**src/rtl/mult_pkg.sv**
```systemverilog
// mult_pkg
//   Shared definitions for the iterative HI/LO multiplier:
//   - state encoding of the multiply sequencer
//   - default operand width and the matching iteration counter width
package mult_pkg;

    localparam int DEFAULT_WIDTH = 32;
    localparam int DEFAULT_CNT_W = $clog2(DEFAULT_WIDTH);

    typedef enum logic [1:0] {
        IDLE = 2'd0,
        BUSY = 2'd1,
        FIX  = 2'd2
    } mult_state_t;

endpackage

```
**src/rtl/mult_core.sv**
```systemverilog
// mult_core
//   Radix-2 shift-add datapath for an unsigned WIDTH x WIDTH multiply.
//   The accumulator starts as {0, multiplier}. Each step adds the multiplicand
//   into the upper half when the accumulator LSB (the current multiplier bit)
//   is set, then shifts the whole thing right one bit. The carry out of the
//   add becomes the new MSB, so no bit is lost. After WIDTH steps the
//   accumulator holds the full 2*WIDTH-bit product.
//
// Ports
//   clk          in   clock, rising edge
//   reset        in   asynchronous active-high reset, clears all state
//   load         in   capture operands and clear the product half
//   step         in   perform one add/shift iteration
//   multiplicand in   WIDTH-bit unsigned magnitude
//   multiplier   in   WIDTH-bit unsigned magnitude
//   product      out  2*WIDTH-bit accumulator contents
module mult_core #(
    parameter int WIDTH = 32
) (
    input  logic                 clk,
    input  logic                 reset,
    input  logic                 load,
    input  logic                 step,
    input  logic [WIDTH-1:0]     multiplicand,
    input  logic [WIDTH-1:0]     multiplier,
    output logic [2*WIDTH-1:0]   product
);

    logic [WIDTH-1:0]   mcand_reg;
    logic [2*WIDTH-1:0] acc_reg;
    logic [2*WIDTH-1:0] acc_next;
    logic [WIDTH-1:0]   addend;
    logic [WIDTH:0]     sum;

    // Multiplicand gated by the current multiplier bit.
    generate
        for (genvar gi = 0; gi < WIDTH; gi++) begin : g_addend
            assign addend[gi] = mcand_reg[gi] & acc_reg[0];
        end
    endgenerate

    // Carry out of the upper-half add lands in the MSB after the shift.
    assign sum      = {1'b0, acc_reg[2*WIDTH-1:WIDTH]} + {1'b0, addend};
    assign acc_next = {sum, acc_reg[WIDTH-1:1]};

    always_ff @(posedge clk or posedge reset) begin
        if (reset) begin
            mcand_reg <= '0;
            acc_reg   <= '0;
        end else if (load) begin
            mcand_reg <= multiplicand;
            acc_reg   <= {{WIDTH{1'b0}}, multiplier};
        end else if (step) begin
            acc_reg   <= acc_next;
        end
    end

    assign product = acc_reg;

endmodule

```
**src/rtl/mult_unit.sv**
```systemverilog
// mult_unit
//   Iterative MULT/MULTU unit owning the HI/LO register pair.
//   Signed multiplies are done on magnitudes; the sign is reapplied in a
//   final FIX cycle that also commits the product to HI/LO. Total latency
//   from the start edge to the HI/LO update is WIDTH+1 cycles.
//   MTHI/MTLO write HI/LO directly, but only while idle and not starting.
//
// Ports
//   clk        in   clock, rising edge
//   reset      in   asynchronous active-high reset
//   start_e    in   MULT/MULTU issued in execute
//   signed_e   in   1 = MULT (two's complement), 0 = MULTU
//   srca_e     in   multiplicand, also the MTHI/MTLO data
//   srcb_e     in   multiplier
//   mthi_e     in   MTHI in execute
//   mtlo_e     in   MTLO in execute
//   hi         out  HI register
//   lo         out  LO register
//   mult_done  out  1 = idle / result valid, 0 = multiply in flight
module mult_unit
    import mult_pkg::*;
#(
    parameter int WIDTH = DEFAULT_WIDTH
) (
    input  logic             clk,
    input  logic             reset,
    input  logic             start_e,
    input  logic             signed_e,
    input  logic [WIDTH-1:0] srca_e,
    input  logic [WIDTH-1:0] srcb_e,
    input  logic             mthi_e,
    input  logic             mtlo_e,
    output logic [WIDTH-1:0] hi,
    output logic [WIDTH-1:0] lo,
    output logic             mult_done
);

    localparam int COUNT_W = (WIDTH > 1) ? $clog2(WIDTH) : 1;

    mult_state_t        state_reg, state_next;
    logic [COUNT_W-1:0] count_reg;
    logic               sign_reg;
    logic [WIDTH-1:0]   hi_reg, lo_reg;

    logic               load, step;
    logic [WIDTH-1:0]   mag_a, mag_b;
    logic [2*WIDTH-1:0] acc;
    logic [2*WIDTH-1:0] product;

    // Magnitudes. Negating the most negative value wraps back to 2^(W-1),
    // which is exactly the correct unsigned magnitude.
    assign mag_a = (signed_e && srca_e[WIDTH-1]) ? (~srca_e + 1'b1) : srca_e;
    assign mag_b = (signed_e && srcb_e[WIDTH-1]) ? (~srcb_e + 1'b1) : srcb_e;

    mult_core #(
        .WIDTH (WIDTH)
    ) u_core (
        .clk          (clk),
        .reset        (reset),
        .load         (load),
        .step         (step),
        .multiplicand (mag_a),
        .multiplier   (mag_b),
        .product      (acc)
    );

    assign product = sign_reg ? (~acc + 1'b1) : acc;

    always_comb begin
        state_next = state_reg;
        load       = 1'b0;
        step       = 1'b0;
        case (state_reg)
            IDLE: begin
                if (start_e) begin
                    load       = 1'b1;
                    state_next = BUSY;
                end
            end
            BUSY: begin
                step = 1'b1;
                if (count_reg == COUNT_W'(WIDTH - 1)) begin
                    state_next = FIX;
                end
            end
            FIX: begin
                state_next = IDLE;
            end
            default: begin
                state_next = IDLE;
            end
        endcase
    end

    always_ff @(posedge clk or posedge reset) begin
        if (reset) begin
            state_reg <= IDLE;
            count_reg <= '0;
            sign_reg  <= 1'b0;
        end else begin
            state_reg <= state_next;
            if (load) begin
                count_reg <= '0;
                sign_reg  <= signed_e & (srca_e[WIDTH-1] ^ srcb_e[WIDTH-1]);
            end else if (step) begin
                count_reg <= count_reg + 1'b1;
            end
        end
    end

    // HI/LO: the product commit in FIX has priority; moves are only taken
    // in IDLE and lose to a same-cycle start.
    always_ff @(posedge clk or posedge reset) begin
        if (reset) begin
            hi_reg <= '0;
            lo_reg <= '0;
        end else if (state_reg == FIX) begin
            hi_reg <= product[2*WIDTH-1:WIDTH];
            lo_reg <= product[WIDTH-1:0];
        end else if (state_reg == IDLE && !start_e) begin
            if (mthi_e) begin
                hi_reg <= srca_e;
            end
            if (mtlo_e) begin
                lo_reg <= srca_e;
            end
        end
    end

    assign hi        = hi_reg;
    assign lo        = lo_reg;
    assign mult_done = (state_reg == IDLE);

endmodule

```
**config.mk**
```make
export PLATFORM = sky130hd
export DESIGN_NAME = mult_unit
export DESIGN_NICKNAME = d
export VERILOG_FILES = /design/src/rtl/mult_pkg.sv /design/src/rtl/mult_core.sv /design/src/rtl/mult_unit.sv
export SDC_FILE = /design/constraint.sdc
export NUM_CORES = 1
export LEC_CHECK = 0
export BUFFER_PORTS_ARGS = -buffer_cell sky130_fd_sc_hd__buf_2
export CORE_ASPECT_RATIO = 1.1
export CORE_UTILIZATION = 55
export CTS_BUF_LIST = sky130_fd_sc_hd__clkbuf_8
export DETAILED_ROUTE_END_ITERATION = 8
export PLACE_DENSITY = 0.76
export SYNTH_ARGS = -nofsm -noshare
export SYNTH_HDL_FRONTEND = slang
export SYNTH_SLANG_ARGS = --single-unit
export TNS_END_PERCENT = 50
```
**constraint.sdc**
```tcl
create_clock -name clk -period 5.9 [get_ports clk]
set_input_delay 0.59 -clock clk [delete_from_list [all_inputs] [get_ports clk]]
set_output_delay 0.59 -clock clk [all_outputs]
set_load 0.1 [all_outputs]
```
==> metrics.md <==
| Metric | Value |
|---|---|
| Antenna Violating Nets Remaining | 0 |
| CORE AREA | 20000 um^2 |
| Diode count | 0 |
| Area grow syn2layout | 10.1% |
| Worst r2r src | u_core.product[0] |
| Full die area | between 20000 and 25000 um^2 |
| Slew HR | approximately a quarter |
| Reg2Reg Depth | 10 |
| Pwr Density | 631 nW/um^2 |
| Max reg flops | 64 |
| Grt ovf | 0 |
| Total track usage | 32.7% |
| # IOs | ~140 |
| Worst-Margin Slew | 1.12 ns |
| Sink Count | 168 |
| Min Clock Period, post-route | 4.08 ns |
| CTS Hold Bufs | 0 |
| PnR worst setup slack | 1.82 ns |
| Fraction of registers with async set/reset | 100% |
| Clock tree buffer depth | 2 |
| Clock Latency Late Sink | 0.48 ns |
| # nets final | 1518 |
| H-Tree Depth | 4 |
| MaxCap Viol Count | 0 |
| GRT busiest layer | met2 |
| EDFF count, synth | 0 |
| Req. time, crit path | 6.27 ns |
| Vias/cell | 6.41 |
| Worst R2R End | u_core.product[55] |
| Initial Util | 56.6% |
| Slowest cell on the critical path | dfrtp_1 |
| DRC | 10 |
| Synth cell types | 82 |
| Final WL | 34100 um |
| Tcrit/Tclk final | approximately 70% |
| Share of cells above drive strength 1 | between 15 and 20% |
| Static leakage | 5.35 nW |
| TritonCTS buffer count | 17 |
| Syn nets | 1430 |
| Worst IR drop on VDD | between 0.6 and 0.7 mV |
| CTS tree | done |
| CP peak stage delay | 1.02 ns |
| Syn_area_per_cell | approximately 8.6 um^2 |
| Fillers | 1757 |
| Wirelength per Cell | 20.4 um |
| Initial DRC count | 1048 |
| Post-synthesis cell count | between 1000 and 1500 |
| CP endpoint kind | register |
| Startpoint Class | register |
| Post-place setup slack | 1.82 ns |
| Vias in the first global route | 10000 |
| Num rows | 54 |
| Critical path arrival | 4.45 ns |
| Die Height | 152 um |
| Non-filler instance count after layout | 1675 |
| First drt pass iteration count | 7 |
| Antenna violations before repair | 0 |
| Post-CTS Setup Bufs | 0 |
| Netlist Area Pre-Place | 11300 um^2 |
| Worst clock skew | roughly 0.015 ns |
| Slew Viols, Final | 0 |
| Port Buffers | 134 |
| Synthesis Warnings | 0 |
| FF+latch count, synth | 168 |
| Critical Path Source | u_core.product[0] |
| Clk root buf | clkbuf_8 |
| Met2 usage | 50.5% |
| DPL Wire Length | 24800 um |
| DP Cell Count | 1643 |
| M1 GR Usage | 45.5% |
| Critical Path End | u_core.product[55] |
| Met3 usage | ~5.3% |
| Fmax | around 250 MHz |
| Final hold vios | 0 |
| Reg clk slew, reported paths | 0.11 ns |
| Register area share after synthesis | 37.2% |
| Post_cts resized | 0 |
| Pin count of the biggest net entering global routing | between 90 and 100 |
| HP Class | input pin to asynchronous set/reset pin |
| First-pass GRT wire length | 54200 um |
| Predominant post-synthesis flop cell | dfrtp_1 |
| RSZ-0062 raised after global routing | false |
| FF-to-FF setup slack | 1.82 ns |
| Hold Slack | approximately 0.27 ns |
| Final GP Congestion | ~0.94 |
| Setup-failing EPs final | 0 |
| Crit-path cells | and2_1 -> ha_1 -> nor2b_1 -> o31ai_1 -> a21oi_1 -> a2111oi_0 -> o21bai_1 -> o22ai_1 -> o21ai_0 -> a221o_1 |
| Die X | 139 um |
| TNS Setup | 0 ns |
| Critical path class | register to register |
| Status | complete, but fails checks |
| Vias | about 11000 |
| Worst-path maximum fanout | 38 |
| Violated checks | DRC |
-- cell usage after synthesis (9+ instances only) --
master,count,area share [%]
o21ai_0,175,7.7
dfrtp_1,168,37
nand2_1,143,4.7
a21oi_1,100,4.4
xor2_1,82,6.3
nor2_1,78,2.6
clkbuf_1,64,2.1
xnor2_1,51,3.9
ha_1,37,4.1
a22oi_1,35,2.3
and2_1,35,1.9
o22ai_1,32,1.8
o31ai_1,32,2.1
inv_1,25,0.83
nor3_1,20,0.88
a21o_1,16,1.1
nand3_1,16,0.71
or3_1,15,0.83
o41ai_1,14,1.1
mux2i_1,12,1.1
nor2b_1,12,0.66
nand4_1,11,0.61
nor4_1,11,0.61
nand2b_1,9,0.50
-- final cells by class --
class	instances	area, um^2	area share [%]
multi-input combinational	1053	6710	53.9
inverter	25	98.8	0.794
timing repair buffer	145	753	6.05
sequential	168	4210	33.8
clock inverter	15	133	1.07
tap	252	315	2.53
clock buffer	17	234	1.88
-- cells in the final DEF (no fill, tap or decap), types with 9 or more instances in the layout --
cell / instances
clkbuf_8: 17
or3_1: 15
nor2b_1: 12
nand2b_1: 9
dfrtp_1: 167
o31ai_1: 32
a21oi_1: 100
xor2_1: 82
nor3_1: 20
xnor2_1: 51
inv_1: 24
o21ai_0: 173
buf_2: 134
nand2_1: 142
nor2_1: 76
and2_1: 35
mux2i_1: 12
a21o_1: 16
nor4_1: 11
a22oi_1: 35
ha_1: 37
nand3_1: 15
o41ai_1: 14
buf_4: 11
nand4_1: 11
o22ai_1: 32
-- metrics by stage --
step	total power, mW	area, um^2	utilization, %
2_1_floorplan	5.95	11300	-
3_3_place_gp	6.91	12100	60.4
3_5_place_dp	7.00	12100	60.4
4_1_cts	7.82	12500	62.3
5_1_grt	8.34	12500	62.3
6_report	7.86	12500	62.3
-- routing by layer --
metal | wire length (um) | share of wire (%) | vias to the layer above
met3 | 2820 | 8.3 | 72
met4 | 1270 | 3.7 | 0
met2 | 15400 | 45 | 525
met1 | 14600 | 43 | 5166
li1 | - | - | 4978
met5 | 0 | 0 | -
-- cell families (layout without fill, tap and decap cells) --
logic type	count (synthesis)	count (layout)	share of synthesized area, %
buf+inv	101	202	3.83
simple gates	404	404	18.4
compound gates	465	465	24.9
xor+xnor	133	133	10.3
fa+ha+maj	38	38	4.27
mux	13	13	1.16
flops	168	168	37.2
-- where the power goes --
part           total (mW)  switching (mW)  leakage [nW]  internal [mW]
logic                4.58            3.23          3.13           1.35
registers            2.47           0.748          2.04           1.72
clock network       0.812           0.504         0.178          0.308
-- worst max-delay path, delay by kind of cell (launching register included) --
| family | cells | cell delay, ns |
|---|---|---|
| AO/OA/AOI/OAI | 7 | 2.27 |
| adder cells (fa/ha/maj) | 1 | 0.27 |
| flip-flops | 1 | 1.02 |
| AND/OR/NAND/NOR | 2 | 0.41 |
-- worst min-delay path by stage --
stage | cells after the start | to | slack, ns
2_1_floorplan | 2 | u_core.mcand_reg[0] | 0.44
3_3_place_gp | 2 | u_core.mcand_reg[19] | 0.46
3_5_place_dp | 2 | u_core.mcand_reg[30] | 0.46
4_1_cts | 2 | lo[3] | 0.30
5_1_grt | 2 | lo[3] | 0.31
6_report | 2 | u_core.mcand_reg[3] | 0.27
No activity file was read; power rests on OpenSTA's default activity.
